[config.mk]
export PLATFORM = sky130hd
export DESIGN_NAME = mouse_spinner
export DESIGN_NICKNAME = d
export VERILOG_FILES = /design/src/rtl/mouse_spinner.sv
export SDC_FILE = /design/constraint.sdc
export NUM_CORES = 1
export LEC_CHECK = 0
export BUFFER_PORTS_ARGS = -buffer_cell sky130_fd_sc_hd__buf_2
export CORE_UTILIZATION = 57
export CTS_BUF_LIST = sky130_fd_sc_hd__clkbuf_2
export DETAILED_ROUTE_END_ITERATION = 7
export GPL_TIMING_DRIVEN = 0
export PLACE_DENSITY = 0.83
export SLEW_MARGIN = 20
export SYNTH_ARGS = -nofsm -noshare
export SYNTH_HDL_FRONTEND = slang
export SYNTH_SLANG_ARGS = --single-unit
[constraint.sdc]
create_clock -name clk -period 4.2 [get_ports clk]
set_clock_uncertainty 0.05 [all_clocks]
set_input_delay 0.21 -clock clk [delete_from_list [all_inputs] [get_ports clk]]
set_output_delay 0.21 -clock clk [all_outputs]
set_load 0.005 [all_outputs]
[src/rtl/mouse_spinner.sv]
// Converts PS/2 mouse X motion into a rate-limited quadrature spinner signal.
// Motion accumulates into a saturating pending count that drains one Gray step per STEP_DIV ticks.
module mouse_spinner #(
   parameter logic [15:0]       STEP_DIV = 16'd700,
   parameter logic              DIR_INV  = 1'b0,
   parameter logic signed [9:0] PEND_MAX = 10'sd511
) (
   input  logic       clk,
   input  logic       reset,
   input  logic       clk7_en,
   input  logic [7:0] xcount,
   input  logic       _mleft,
   input  logic       _mright,
   output logic       spin_a,
   output logic       spin_b,
   output logic       spin_dir,
   output logic       busy,
   output logic       fire_n,
   output logic       start_n
);

   logic [7:0]        prev_x_q;
   logic              primed_q;
   logic signed [9:0] pend_q, pend_d;
   logic [15:0]       tmr_q, tmr_d;
   logic [1:0]        phase_q, phase_d;
   logic              dir_q, dir_d;
   logic              busy_q;
   logic              fire_q;
   logic              start_q;

   logic [7:0]         diff;
   logic signed [7:0]  delta;
   logic               step_tick;
   logic               do_step;
   logic               step_pos;
   logic               d;
   logic signed [10:0] step_val;
   logic signed [10:0] sum;
   logic signed [10:0] pmax;

   always_comb begin
      diff      = xcount - prev_x_q;
      delta     = primed_q ? $signed(diff) : 8'sd0;
      step_tick = (tmr_q == STEP_DIV - 16'd1);
      tmr_d     = step_tick ? 16'd0 : tmr_q + 16'd1;
      do_step   = step_tick && (pend_q != 10'sd0);
      // Nonzero pend with a clear sign bit is strictly positive.
      step_pos  = ~pend_q[9];
      d         = step_pos ^ DIR_INV;
      step_val  = 11'sd0;
      if (do_step) step_val = step_pos ? 11'sd1 : -11'sd1;

      pmax = {PEND_MAX[9], PEND_MAX};
      sum  = {pend_q[9], pend_q} + {{3{delta[7]}}, delta} - step_val;
      if (sum > pmax)       pend_d = PEND_MAX;
      else if (sum < -pmax) pend_d = -PEND_MAX;
      else                  pend_d = sum[9:0];

      phase_d = phase_q;
      dir_d   = dir_q;
      if (do_step) begin
         dir_d = d;
         if (d) begin
            unique case (phase_q)
               2'b00: phase_d = 2'b01;
               2'b01: phase_d = 2'b11;
               2'b11: phase_d = 2'b10;
               2'b10: phase_d = 2'b00;
            endcase
         end else begin
            unique case (phase_q)
               2'b00: phase_d = 2'b10;
               2'b10: phase_d = 2'b11;
               2'b11: phase_d = 2'b01;
               2'b01: phase_d = 2'b00;
            endcase
         end
      end
   end

   always_ff @(posedge clk or posedge reset) begin
      if (reset) begin
         prev_x_q <= 8'h00;
         primed_q <= 1'b0;
         pend_q   <= 10'sd0;
         tmr_q    <= 16'd0;
         phase_q  <= 2'b00;
         dir_q    <= 1'b1;
         busy_q   <= 1'b0;
         fire_q   <= 1'b1;
         start_q  <= 1'b1;
      end else if (clk7_en) begin
         prev_x_q <= xcount;
         primed_q <= 1'b1;
         pend_q   <= pend_d;
         tmr_q    <= tmr_d;
         phase_q  <= phase_d;
         dir_q    <= dir_d;
         busy_q   <= (pend_d != 10'sd0);
         fire_q   <= _mleft;
         start_q  <= _mright;
      end
   end

   assign spin_a   = phase_q[0];
   assign spin_b   = phase_q[1];
   assign spin_dir = dir_q;
   assign busy     = busy_q;
   assign fire_n   = fire_q;
   assign start_n  = start_q;

endmodule

## After elaboration in Yosys (flattened, before gate mapping)

Cells that the tools add are included.

| operators by class | value |
|---|---|
| $add $sub $neg | 4 |
| multiply operators | 0 |
| div/mod/pow operators | 0 |
| $lt $le $gt $ge | 2 |
| equal/unequal tests | 4 |
| shift-type cells | 0 |
| multiplexer cells | 9 |
| bitwise operators | 1 |
| reduce and logical (&&, ||, !) cells | 5 |

Operators by type and width:

| kind | number |
|---|---|
| 11-bit 2-to-1 mux | 2 |
| 10-bit 2-to-1 mux | 2 |
| 10-bit nonzero test | 2 |
| 16-bit by 1-bit adder with 16-bit output (second input constant) | 1 |
| 16-bit by 10-bit equality test with 1-bit output (second input constant) | 1 |
| 16-bit 2-to-1 mux | 1 |
| 2-bit one-hot mux with 4 select lines | 2 |
| 10-bit by 8-bit adder with 11-bit output | 1 |
| 11-bit by 10-bit greater-than comparator with 1-bit output (second input constant) | 1 |
| 11-bit by 10-bit less-than comparator with 1-bit output (second input constant) | 1 |
| 11-bit subtractor | 1 |
| 8-bit 2-to-1 mux | 1 |
| 8-bit subtractor | 1 |
| 2-bit equality test (second input constant) | 2 |
| 2-bit by 1-bit equality test with 1-bit output (second input constant) | 1 |
| 2-bit zero test | 1 |
| 2-bit 2-to-1 mux | 1 |
| 2-bit AND reduction | 1 |
| 1-bit logical AND | 1 |
| 1-bit inverter | 1 |

| word-level totals | value |
|---|---|
| bits in registers | 41 |
| bits in latches | 0 |
| memory bits (writable) | 0 |
| ROM bits | 0 |
| input bits | 13 |
| output and inout bits | 6 |
| memories | 0 |

## Longest topological paths before layout

Gate-level depths: netlist of the first run.

| logic depth | value |
|---|---|
| depth in word-level cells | 8 |
| depth in mapped cells | 22 |
| mapped depth without buffers | 21 |

## Worst setup path after synthesis of the first run

No wires, ideal clock.

| path | value |
|---|---|
| path type | reg2reg |
| start point | register tmr_q[0] |
| end point | register pend_q[4] |
| setup time | 0.131 ns |
| arrival time | 4.303 ns |
| path slack | -0.285 ns |
| cell stages (with the launch flop) | 15 |
| period minus slack after synthesis | 4.485 ns |
| cells stage by stage | dfrtp_1 ha_1 or4b_4 nor4_4 nand2_1 inv_1 fa_1 inv_1 ha_1 a2111oi_0 o21ai_0 a221o_1 xnor2_1 o22ai_1 or3_1 |

| between the ends | value |
|---|---|
| word-level cells in the longest chain between the ends | 7 |
| elaborated cells between the ends (all ways) | 8 |
| those cells by class | add/sub (1); order compare (2); eq/ne (1); mux (3); reduce/logical (1) |

Ends and longest elaborated chain:

| what | RTL line | source |
|---|---|---|
| start: declaration | 25 | `logic [15:0] tmr_q, tmr_d;` |
| start signal: assignment | 97 | `tmr_q <= tmr_d;` |
| 16-bit by 10-bit equality test with 1-bit output * | 45 | `step_tick = (tmr_q == STEP_DIV - 16'd1);` |
| 1-bit logical AND * | 47 | `do_step = step_tick && (pend_q != 10'sd0);` |
| 11-bit 2-to-1 mux * | 52 | `if (do_step) step_val = step_pos ? 11'sd1 : -11'sd1;` |
| 11-bit subtractor * | 55 | `sum = {pend_q[9], pend_q} + {{3{delta[7]}}, delta} - step_val;` |
| 11-bit by 10-bit less-than comparator with 1-bit output | 57 | `else if (sum < -pmax) pend_d = -PEND_MAX;` |
| 10-bit 2-to-1 mux | 57 |  |
| 10-bit 2-to-1 mux * | 56 | `if (sum > pmax) pend_d = PEND_MAX;` |
| end signal: assignment | 96 | `pend_q <= pend_d;` |
| end: declaration | 24 | `logic signed [9:0] pend_q, pend_d;` |

Every way passes the cells marked *; elsewhere a longest branch is shown, timed or not.
A chain may end at the register's enable or synchronous reset.

## Worst setup path in the final report of the first run

| path | value |
|---|---|
| start point | register prev_x_q[0] |
| end point | register pend_q[7] |

| between the ends | value |
|---|---|
| word-level cells in the longest chain between the ends | 7 |
| elaborated cells between the ends (all ways) | 8 |
| those cells by class | add/sub (3); order compare (2); mux (3) |

Ends and longest elaborated chain:

| what | RTL line | source |
|---|---|---|
| start: declaration | 22 | `logic [7:0] prev_x_q;` |
| start signal: assignment | 94 | `prev_x_q <= xcount;` |
| 8-bit subtractor * | 43 | `diff = xcount - prev_x_q;` |
| 8-bit 2-to-1 mux * | 44 | `delta = primed_q ? $signed(diff) : 8'sd0;` |
| 10-bit by 8-bit adder with 11-bit output * | 55 |  |
| 11-bit subtractor * | 55 |  |
| 11-bit by 10-bit less-than comparator with 1-bit output | 57 |  |
| 10-bit 2-to-1 mux | 57 |  |
| 10-bit 2-to-1 mux * | 56 |  |

Marks and branches as above.

==> results.md, run 1 <==
- Status: complete, but fails checks
- Failing checks: setup timing
- First-pass GRT wire length: 12000 um
- DP HPWL: 4860 um
- Core ar.: 4850 sq um
- Inserted Diodes: 0
- Critical-path cell list: ha_4 -> inv_2 -> fa_2 -> nand2_1 -> nand2_1 -> a21o_1 -> a21o_1 -> a21oi_2 -> xnor2_2 -> nand2_1 -> fa_1 -> inv_2 -> ha_4 -> a21o_1 -> and2_4 -> or3_4 -> a31oi_4 -> xnor2_4 -> buf_6 -> nor2_1 -> or3_1
- DRT Pass-1 Iters: 5
- Synthesized-area fraction occupied by adder cells: 15.6%
- Final design utilization: 78.3%
- Met2 Usage GRT: 49.8%
- Worst Setup End Kind: flop
- Yosys reg bits: 41
- Vias in the first global route: 2521
- Crit path launch type: flop
- Root Buffer: clkbuf_2
- Worst hold path type: primary input to async pin
- Fin cells: 440
- Post-synthesis mux area share: 1.90%
- GR Layer Usage met3: 4.34%
- Sink Count: 41
- Synth-to-Final Area Change: 28.3%
- Post-synthesis cell type count: 59
- R2r setup slk: -0.21 ns
- Critical path class: flop to flop
- Slew margin rel.: 48.1%
- Vias per cell: 6.08
- Chip Width: 74.0 um
- Data required time at the worst endpoint: 4.51 ns
- CTS tree: yes
- Nets: 415
- Overall global routing resource usage: 29.1%
- Worst-case clock buffer depth: 2
- Grt total ovfl: 0
- # Max-Cap Violations: 0
- Number of CTS-inserted buffers: 5
- Syn. warnings: 0
- Starting Density: 61.0%
- Post-layout worst setup margin: -0.214 ns
- Die H: 74.0 um
- RSZ-0062 raised after global routing: true
- Arr. time, crit path: 4.73 ns
- Die area: 5480 sq um
- Routability cong.: 0.889
- Synth Area per Inst: 9.39 sq um
- Largest family of logic cells by synthesized area: simple AND/OR/NAND/NOR gates
- Remaining DRCs: 0
- IO Port Bufs: 17
- Placed cell count: 400
- Met1 Usage GRT: 37.2%
- Reg clk slew, reported paths: 0.23 ns
- Via count: 2675
- Drt wl/cell: 18.1 um
- Worst-margin pin slew: 0.776 ns
- Rows: 25
- Slowest cell on crit path: dfrtp_1
- Largest net degree at the start of global routing: 33
- Clock Latency Late Sink: 0.46 ns
- Fin. Hold Viols: 0
- Most used routing layer: met2
- WL final: 7940 um
- Crit-path max cell delay: 0.44 ns
- Final period util: 105%
- Slew Limit Fails: 0
- Synth Area in XOR/XNOR: 9.14%
- Cells after Synth: 315
- Io pins: 19
- Synth Area in Compound Gates: 13.4%
- Fmax: 227 MHz
- Initial antenna violation count: 0
- Post-synth EDFFs: 0
- Antenna viol nets, final: 0
- Mapped Area: 2960 sq um
- Layout cells sized above 1: 28.7%
- CP Max Fanout: 5
- Final setup viols: 11
- Ys flop type: dfrtp_1
- DRT iter0 DRCs: 278
- Seq/Total Area, Yosys: 34.8%
- Synth Net Count: 358
- Setup WS pre-CTS: -0.622 ns
- FFs w/ async S/R, synth: 100%
- Post-Synth Simple-Gate Area: 20.3%
- Tmin final: 4.41 ns
- H-tree depth: 2
-- synthesized netlist by cell type, types with 2 or more instances --
| cell | number | area share [%] |
|---|---|---|
| a211oi_1 | 2 | 0.51 |
| a21boi_0 | 2 | 0.51 |
| a21o_1 | 7 | 1.8 |
| a21oi_1 | 7 | 1.2 |
| a31oi_1 | 2 | 0.42 |
| and2_1 | 6 | 1.3 |
| and3_1 | 4 | 0.85 |
| buf_1 | 2 | 0.25 |
| clkbuf_1 | 3 | 0.38 |
| dfrtp_1 | 38 | 32 |
| dfstp_2 | 3 | 2.7 |
| fa_1 | 10 | 6.8 |
| ha_1 | 20 | 8.5 |
| inv_1 | 31 | 3.9 |
| mux2_2 | 5 | 1.9 |
| nand2_1 | 36 | 4.6 |
| nand2b_1 | 4 | 0.85 |
| nand3_1 | 4 | 0.68 |
| nand3b_1 | 4 | 1.0 |
| nand4_1 | 5 | 1.1 |
| nor2_1 | 18 | 2.3 |
| nor2b_1 | 4 | 0.85 |
| nor3_1 | 4 | 0.68 |
| nor4_1 | 3 | 0.63 |
| nor4b_1 | 2 | 0.59 |
| o211ai_1 | 2 | 0.51 |
| o21ai_0 | 18 | 3.0 |
| o22ai_1 | 5 | 1.1 |
| or2_2 | 3 | 0.63 |
| or3_1 | 5 | 1.1 |
| xnor2_1 | 14 | 4.1 |
| xor2_1 | 15 | 4.4 |
-- critical path: cells and delay by family, from the launching register on --
kind	cells	cell delay (ns)
AOI/OAI and AO/OA	5	1.01
xor gates and xnor gates	2	0.30
adders and majority gates	4	1.14
buffers and inverters	3	0.29
DFF	1	0.44
and+or+nand+nor	7	1.10
-- sequential cells by signal, summed over array words and instances (netlist names) --
register	cells
pend_q	10
busy	1
spin_dir	1
tmr_q	16
start_n	1
prev_x_q	8
phase_q	2
fire_n	1
primed_q	1
-- cells in the final DEF, fill, tap and decap left out, drive strengths merged, types with 6 or more instances in the layout --
master / netlist / layout
buf: 3 / 42
dfrtp: 38 / 38
nand2: 36 / 36
inv: 31 / 32
ha: 20 / 20
o21ai: 19 / 19
nor2: 18 / 18
xor2: 15 / 15
xnor2: 15 / 15
dlygate4sd3: 0 / 11
fa: 10 / 10
clkbuf: 3 / 8
a21o: 7 / 7
a21oi: 7 / 7
and2: 6 / 6
-- path summary, 6_finish.rpt --
check / from / to / depth (start not counted)
max: prev_x_q[0] / pend_q[7] / 21
min: reset / prev_x_q[5] / 3
max reg2reg: prev_x_q[0] / pend_q[7] / 21
min reg2reg: spin_dir / spin_dir / 2
max in group asynchronous: reset / spin_dir / 4
min in group clk: clk7_en / tmr_q[4] / 3
-- cells by family (layout without fill, tap and decap cells) --
| logic type | count (synthesis) | in the layout |
|---|---|---|
| muxes | 5 | 5 |
| buffers and inverters | 37 | 95 |
| adders and majority gates | 31 | 31 |
| and+or+nand+nor | 111 | 111 |
| xor gates and xnor gates | 30 | 30 |
| AOI/OAI and AO/OA | 60 | 60 |
| DFF | 41 | 41 |
-- metal layers --
layer | up-vias | share of wire (%)
met5 | - | 0
li1 | 1204 | -
met1 | 1293 | 40
met3 | 37 | 6.9
met4 | 0 | 3.9
met2 | 141 | 50
-- final cells by class --
type | instances | area, sq um
multi-input combinational | 237 | 2050
clock inverter | 3 | 68.8
buffer | 6 | 30.0
sequential | 41 | 1030
inverter | 31 | 121
clock buffer | 5 | 25.0
fill | 253 | 1050
tap | 67 | 83.8
timing repair buffer | 50 | 388
-- stage by stage --
stage               instance area, sq um  setup TNS (ns)  hold slack, ns
floorplan                           2990               0           0.281
global placement                    3150           -4.42           0.389
detailed placement                  3170           -5.21          0.0989
CTS                                 3660          -0.713           0.169
global route                        3790           -3.27           0.162
finish                              3790           -1.73           0.147
-- what timing repair did --
action                     CTS  global route
pin swaps                   32            17
hold buffers                11             0
cloned                       1             0
setup buffers               16             4
hold endpoints to repair    50             0
setup endpoints to repair   11            11
resized for setup           39            21
Power of run 1 is left out: the tool's default activity adds up to more than one toggle a clock period on the data nets, which glitch-free logic cannot reach.
==> run 2, diff against run 1 <==
--- a/config.mk
+++ b/config.mk
@@ -6,11 +6,11 @@
 export NUM_CORES = 1
 export LEC_CHECK = 0
 export BUFFER_PORTS_ARGS = -buffer_cell sky130_fd_sc_hd__buf_2
-export CORE_UTILIZATION = 57
+export CORE_UTILIZATION = 30
 export CTS_BUF_LIST = sky130_fd_sc_hd__clkbuf_2
 export DETAILED_ROUTE_END_ITERATION = 7
 export GPL_TIMING_DRIVEN = 0
-export PLACE_DENSITY = 0.83
+export PLACE_DENSITY = 0.51
 export SLEW_MARGIN = 20
 export SYNTH_ARGS = -nofsm -noshare
 export SYNTH_HDL_FRONTEND = slang
==> results.md, run 2 (same netlist as run 1, synthesis figures left out) <==
- Status: complete, but fails checks
- Failing checks: setup timing
- Largest net degree at the start of global routing: 34 (+3.0%)
- Most used routing layer: met2
- Met2 Usage GRT: 25.0% (-25 points)
- Most frequent cells in the layout: dfrtp_1 (38), nand2_1 (33), inv_1 (26)
- Critical path class: flop to flop
- H-tree depth: 2 (unchanged)
- Layout cells sized above 1: 27.1% (-1.6 points)
- Root Buffer: clkbuf_2
- Biggest regs: tmr_q x16, pend_q x10, prev_x_q x8
- Rows: 35 (+40%)
- Worst Setup End Kind: flop
- Post-layout worst setup margin: -0.143 ns (+0.0710 ns)
- Io pins: 19 (unchanged)
- Final hold slack: 0.145 ns (-0.00187 ns)
- Design Area, Final: 3830 sq um (+0.89%)
- Die H: 101 um (+37%)
- Slowest cell on crit path: fa_1
- Grt total ovfl: 0 (unchanged)
- Drt wl/cell: 14.2 um (-21%)
- Final setup viols: 9 (-2)
- WL final: 7150 um (-10%)
- Initial antenna violation count: 0 (unchanged)
- Worst-case clock buffer depth: 2 (unchanged)
- Number of flip-flops in the largest register: 16 (unchanged)
- # Max-Cap Violations: 0 (unchanged)
- Slew margin rel.: 53.7% (+5.6 points)
- Top reg by flops: tmr_q
- CP Max Fanout: 5 (unchanged)
- Crit-path max cell delay: 0.56 ns (+0.12 ns)
- Fillers: 923 (+260%)
- Vias per cell: 4.87 (-20%)
- R2r setup slk: -0.14 ns (+0.07 ns)
- Critical R2R Launch: tmr_q[1]
- Fin. Hold Viols: 0 (unchanged)
- First-pass GRT wire length: 11700 um (-2.0%)
- Chip Width: 101 um (+37%)
- Worst hold path type: primary input to async pin
- Nets: 415 (unchanged)
- FF-to-FF path depth: 16 (-24%)
- Met1 Usage GRT: 19.9% (-17 points)
- GR Layer Usage met3: 2.42% (-1.9 points)
- Most common cell after layout, fill and taps aside: dfrtp_1
- Sink Count: 41 (unchanged)
- Critical-path cell list: ha_2 -> or4b_4 -> nor4_4 -> buf_4 -> nand2_8 -> fa_1 -> inv_1 -> fa_1 -> nor2b_2 -> o2111ai_1 -> nand4_1 -> a31oi_4 -> buf_4 -> buf_6 -> xor2_4 -> a311o_1
- Core ar.: 9420 sq um (+94%)
- Inserted Diodes: 0 (unchanged)
- Die area: 10300 sq um (+87%)
- Setup TNS: -1.02 ns (+0.710 ns)
- Number of CTS-inserted buffers: 5 (unchanged)
- Slew Limit Fails: 0 (unchanged)
- Fmax: 230 MHz (+1.6%)
- Data required time at the worst endpoint: 4.48 ns (-0.03 ns)
- DRT Pass-1 Iters: 5 (unchanged)
- Synth-to-Final Area Change: 29.4%
- Routability cong.: 0.801 (-9.9%)
- Dpl cell area: 3250 sq um (+2.4%)
- Antenna viol nets, final: 0 (unchanged)
- Overall global routing resource usage: 14.8% (-14 points)
- RSZ-0062 raised after global routing: true
- Arr. time, crit path: 4.63 ns (-0.10 ns)
- Starting Density: 31.4% (-30 points)
- Final design utilization: 40.7% (-38 points)
- IO Port Bufs: 17 (unchanged)
- DP HPWL: 5170 um (+6.3%)
- Crit-path leading delay family: adder cells
- Tmin final: 4.34 ns (-0.0710 ns)
- Reg clk slew, reported paths: 0.25 ns (+0.02 ns)
- Worst R2R End: pend_q[3]
- Buffers & Inverters on Critical Path: 4 (+1)
- DRT iter0 DRCs: 101 (-64%)
- Via count: 2445 (-8.6%)
- Crit path launch type: flop
- Clock Latency Late Sink: 0.42 ns (-0.04 ns)
- Remaining DRCs: 0 (unchanged)
- CTS tree: yes
- Worst-margin pin slew: 0.690 ns (-0.0860 ns)
- Vias in the first global route: 2402 (-4.7%)
- Final period util: 103% (-1.7 points)
run 2: cell type report:
type	count	area [sq um]	share of cell area, %
repair buffers	50	384	10.0
clock inverters	3	65.1	1.70
flip-flops and latches	41	1030	26.9
inverters	31	124	3.24
multi-input cells	237	2010	52.5
clock buffers	5	25.0	0.654
plain buffers	6	30.0	0.784
well taps	129	161	4.22
run 2: metal layers:
layer,wire length [um],part of all wire [%]
met1,3490,49
met2,3280,46
met3,303,4.2
met4,87,1.2
met5,0,0
run 2: worst max path at each step:
stage | slack (ns) | start | cells past startpoint | end
floorplan | 0.02 | tmr_q[0] | 15 | pend_q[4]
global placement | -0.80 | tmr_q[0] | 15 | pend_q[3]
detailed placement | -0.77 | tmr_q[0] | 15 | pend_q[3]
CTS | -0.15 | prev_x_q[0] | 21 | pend_q[4]
global route | -0.37 | prev_x_q[1] | 19 | pend_q[6]
finish | -0.14 | tmr_q[1] | 16 | pend_q[3]
run 2: through the flow:
| stage | std cells | worst slack, ns |
|---|---|---|
| global route | 502 | -0.367 |
| global placement | 461 | -0.796 |
| finish | 502 | -0.143 |
| floorplan | 315 | 0.0159 |
| CTS | 496 | -0.152 |
| detailed placement | 462 | -0.770 |
run 2: worst register-to-register path, delay by kind of cell (launching register included):
kind            cells  cell delay, ns
fa+ha+maj           3            1.22
xor+xnor            1            0.16
compound gates      3            0.66
simple gates        5            1.18
flops               1            0.45
buf+inv             4            0.55
run 2: what timing repair did:
action,CTS,global route
endpoints found under the setup margin,11,11
hold buffers,11,0
endpoints found under the hold margin,50,0
pin swaps,15,19
gates resized for setup,45,8
setup buffers,15,7
Power of run 2 is left out for the same reason.
==> run 3, diff against run 2 <==
--- a/config.mk
+++ b/config.mk
@@ -6,11 +6,12 @@
 export NUM_CORES = 1
 export LEC_CHECK = 0
 export BUFFER_PORTS_ARGS = -buffer_cell sky130_fd_sc_hd__buf_2
+export CORE_ASPECT_RATIO = 1.4
 export CORE_UTILIZATION = 30
 export CTS_BUF_LIST = sky130_fd_sc_hd__clkbuf_2
 export DETAILED_ROUTE_END_ITERATION = 7
 export GPL_TIMING_DRIVEN = 0
-export PLACE_DENSITY = 0.51
+export PLACE_DENSITY = 0.54
 export SLEW_MARGIN = 20
 export SYNTH_ARGS = -nofsm -noshare
 export SYNTH_HDL_FRONTEND = slang
==> constraint.sdc (replaced) <==
create_clock -name clk -period 5.5 [get_ports clk]
set_clock_uncertainty 0.05 [all_clocks]
set_input_delay 0.275 -clock clk [delete_from_list [all_inputs] [get_ports clk]]
set_output_delay 0.275 -clock clk [all_outputs]
set_load 0.005 [all_outputs]
==> results.md, run 3 (same netlist as run 1, synthesis figures left out) <==
- # Max-Cap Violations: 0 (unchanged)
- Critical path origin: tmr_q[0]
- Die area: 10300 sq um (about the same)
- Slowest cell on crit path: or4b_4
- Sink Count: 41 (unchanged)
- Tmin final: 5.03 ns (+0.689 ns)
- Crit-path max cell delay: 0.49 ns (-0.07 ns)
- Fin cells: 486 (-3.2%)
- Buffers & Inverters on Critical Path: 2 (-2)
- DP HPWL: 5240 um (+1.4%)
- WL final: 6690 um (-6.4%)
- Worst-margin pin slew: 0.708 ns (+0.0182 ns)
- Antenna viol nets, final: 0 (unchanged)
- Lkg Pwr: 0.00157 uW
- Final period util: 91.5% (-12 points)
- CP Max Fanout: 6 (+1)
- Synth-to-Final Area Change: 15.9%
- Most common cell after layout, fill and taps aside: dfrtp_1
- Data required time at the worst endpoint: 5.85 ns (+1.37 ns)
- Worst hold start: xcount[1]
- Remaining DRCs: 0 (unchanged)
- Critical R2R Launch: tmr_q[0]
- DRT iter0 DRCs: 95 (-5.9%)
- RSZ-0062 raised after global routing: false
- Most frequent cells in the layout: dfrtp_1 (38), nand2_1 (36), inv_1 (30)
- Chip Width: 85.9 um (-15%)
- Biggest regs: tmr_q x16, pend_q x10, prev_x_q x8
- Die H: 119 um (+18%)
- First-pass GRT wire length: 11200 um (-4.4%)
- Vias in the first global route: 2348 (-2.2%)
- Crit-path leading delay family: simple AND/OR/NAND/NOR gates
- Nets: 395 (-4.8%)
- Worst hold path type: primary input to flop
- Clock Latency Late Sink: 0.45 ns (+0.03 ns)
- Grt total ovfl: 0 (unchanged)
- Largest net degree at the start of global routing: 23 (-32%)
- Worst-case clock buffer depth: 2 (unchanged)
- Critical path class: flop to flop
- Starting Density: 31.1% (-0.32 points)
- Layout cells sized above 1: 13.0% (-14 points)
- Core ar.: 9510 sq um (+1.0%)
- Routability cong.: 0.844 (+5.3%)
- Rows: 42 (+20%)
- IR drop worst, VDD: 0.291 mV
- PwrDens: 646 nW/um^2
- Number of flip-flops in the largest register: 16 (unchanged)
- DRT Pass-1 Iters: 4 (-1)
- Slew margin rel.: 52.4% (-1.2 points)
- Final design utilization: 36.0% (-4.6 points)
- H-tree depth: 2 (unchanged)
- Initial antenna violation count: 0 (unchanged)
- Drt wl/cell: 13.8 um (-3.4%)
- Fmax: 199 MHz (-14%)
- Status: complete, no violations
- Arr. time, crit path: 5.39 ns (+0.76 ns)
- Slew Limit Fails: 0 (unchanged)
- IO Port Bufs: 17 (unchanged)
- CTS tree: yes
- Crit path launch type: flop
- Final setup viols: 0 (-9)
- Worst Setup End Kind: flop
- Root Buffer: clkbuf_2
- Number of CTS-inserted buffers: 5 (unchanged)
- Reg clk slew, reported paths: 0.24 ns (about the same)
- Critical-path cell list: ha_1 -> or4b_4 -> nor4_4 -> nand2_1 -> inv_1 -> fa_1 -> inv_1 -> ha_1 -> a2111oi_0 -> o21ai_0 -> a221o_1 -> xor2_1 -> nand2_1 -> nor2_1 -> or3_1
- Fillers: 984 (+6.6%)
- Setup TNS: 0 ns (+1.02 ns)
- Via count: 2353 (-3.8%)
- Io pins: 19 (unchanged)
- Placed cell count: 465 (+0.65%)
- Vias per cell: 4.84 (-0.59%)
- Overall global routing resource usage: 14.2% (-0.68 points)
- Top reg by flops: tmr_q
- Fin. Hold Viols: 0 (unchanged)
-- run 3: path summary, 6_finish.rpt --
kind | end | cells after the start | slack (ns)
worst max register to register | pend_q[7] | 15 | 0.47
worst min register to register | spin_dir | 2 | 0.45
min in group asynchronous | primed_q | 3 | 0.30
worst min-delay path | prev_x_q[1] | 3 | 0.02
worst max-delay path | pend_q[7] | 15 | 0.47
max in group asynchronous | spin_dir | 4 | 4.54
-- run 3: area by class of cell --
| class | instances | area (sq um) | share of cell area [%] |
|---|---|---|---|
| clock buffer | 5 | 25.0 | 0.730 |
| inverter | 31 | 116 | 3.40 |
| timing repair buffer | 30 | 228 | 6.64 |
| clock inverter | 3 | 41.3 | 1.20 |
| multi-input combinational | 237 | 1790 | 52.2 |
| sequential | 41 | 1030 | 30.0 |
| tap | 132 | 165 | 4.82 |
| antenna | 1 | 2.50 | 0.0730 |
| buffer | 6 | 30.0 | 0.876 |
-- run 3: layer usage --
layer | vias up | global-route usage (%) | part of all wire [%]
li1 | 1166 | - | -
met1 | 1139 | 15.1 | 40
met2 | 32 | 25.3 | 53
met3 | 16 | 2.43 | 1.8
met4 | 0 | 8.75 | 4.8
met5 | - | 0 | 0
-- run 3: worst reg2reg max path, cell delays in order, from the launching register on --
cell and delay, ns:
dfrtp_1 0.46, ha_1 0.23, or4b_4 0.49, nor4_4 0.29, nand2_1 0.31, inv_1 0.37, fa_1 0.47, inv_1 0.07
ha_1 0.28, a2111oi_0 0.38, o21ai_0 0.21, a221o_1 0.40, xor2_1 0.35, nand2_1 0.17, nor2_1 0.29, or3_1 0.17
-- run 3: stage by stage --
step	hold slack (ns)	total power [uW]	cell area, sq um	setup slack (ns)
2_1_floorplan	0.346	1660	2960	1.02
3_3_place_gp	0.430	1980	3210	0.115
3_5_place_dp	0.283	2010	3240	0.0511
4_1_cts	0.00295	2210	3390	0.000882
5_1_grt	0.0193	2430	3420	0.0784
6_report	0.0158	2220	3430	0.468
-- run 3: repair_timing --
item | in CTS | in global routing
setup endpoints to repair | 0 | 9
hold buffers | 9 | 1
setup buffers | 0 | 2
hold endpoints to repair | 27 | 1
gates resized for setup | 0 | 1
-- run 3: power breakdown --
group,leakage (uW),internal (uW),switching [uW]
registers,0.000505,381,63.4
logic,0.00103,677,905
clock network,0.0000366,75.0,114
Note: power is estimated with default switching activity, not from simulation.
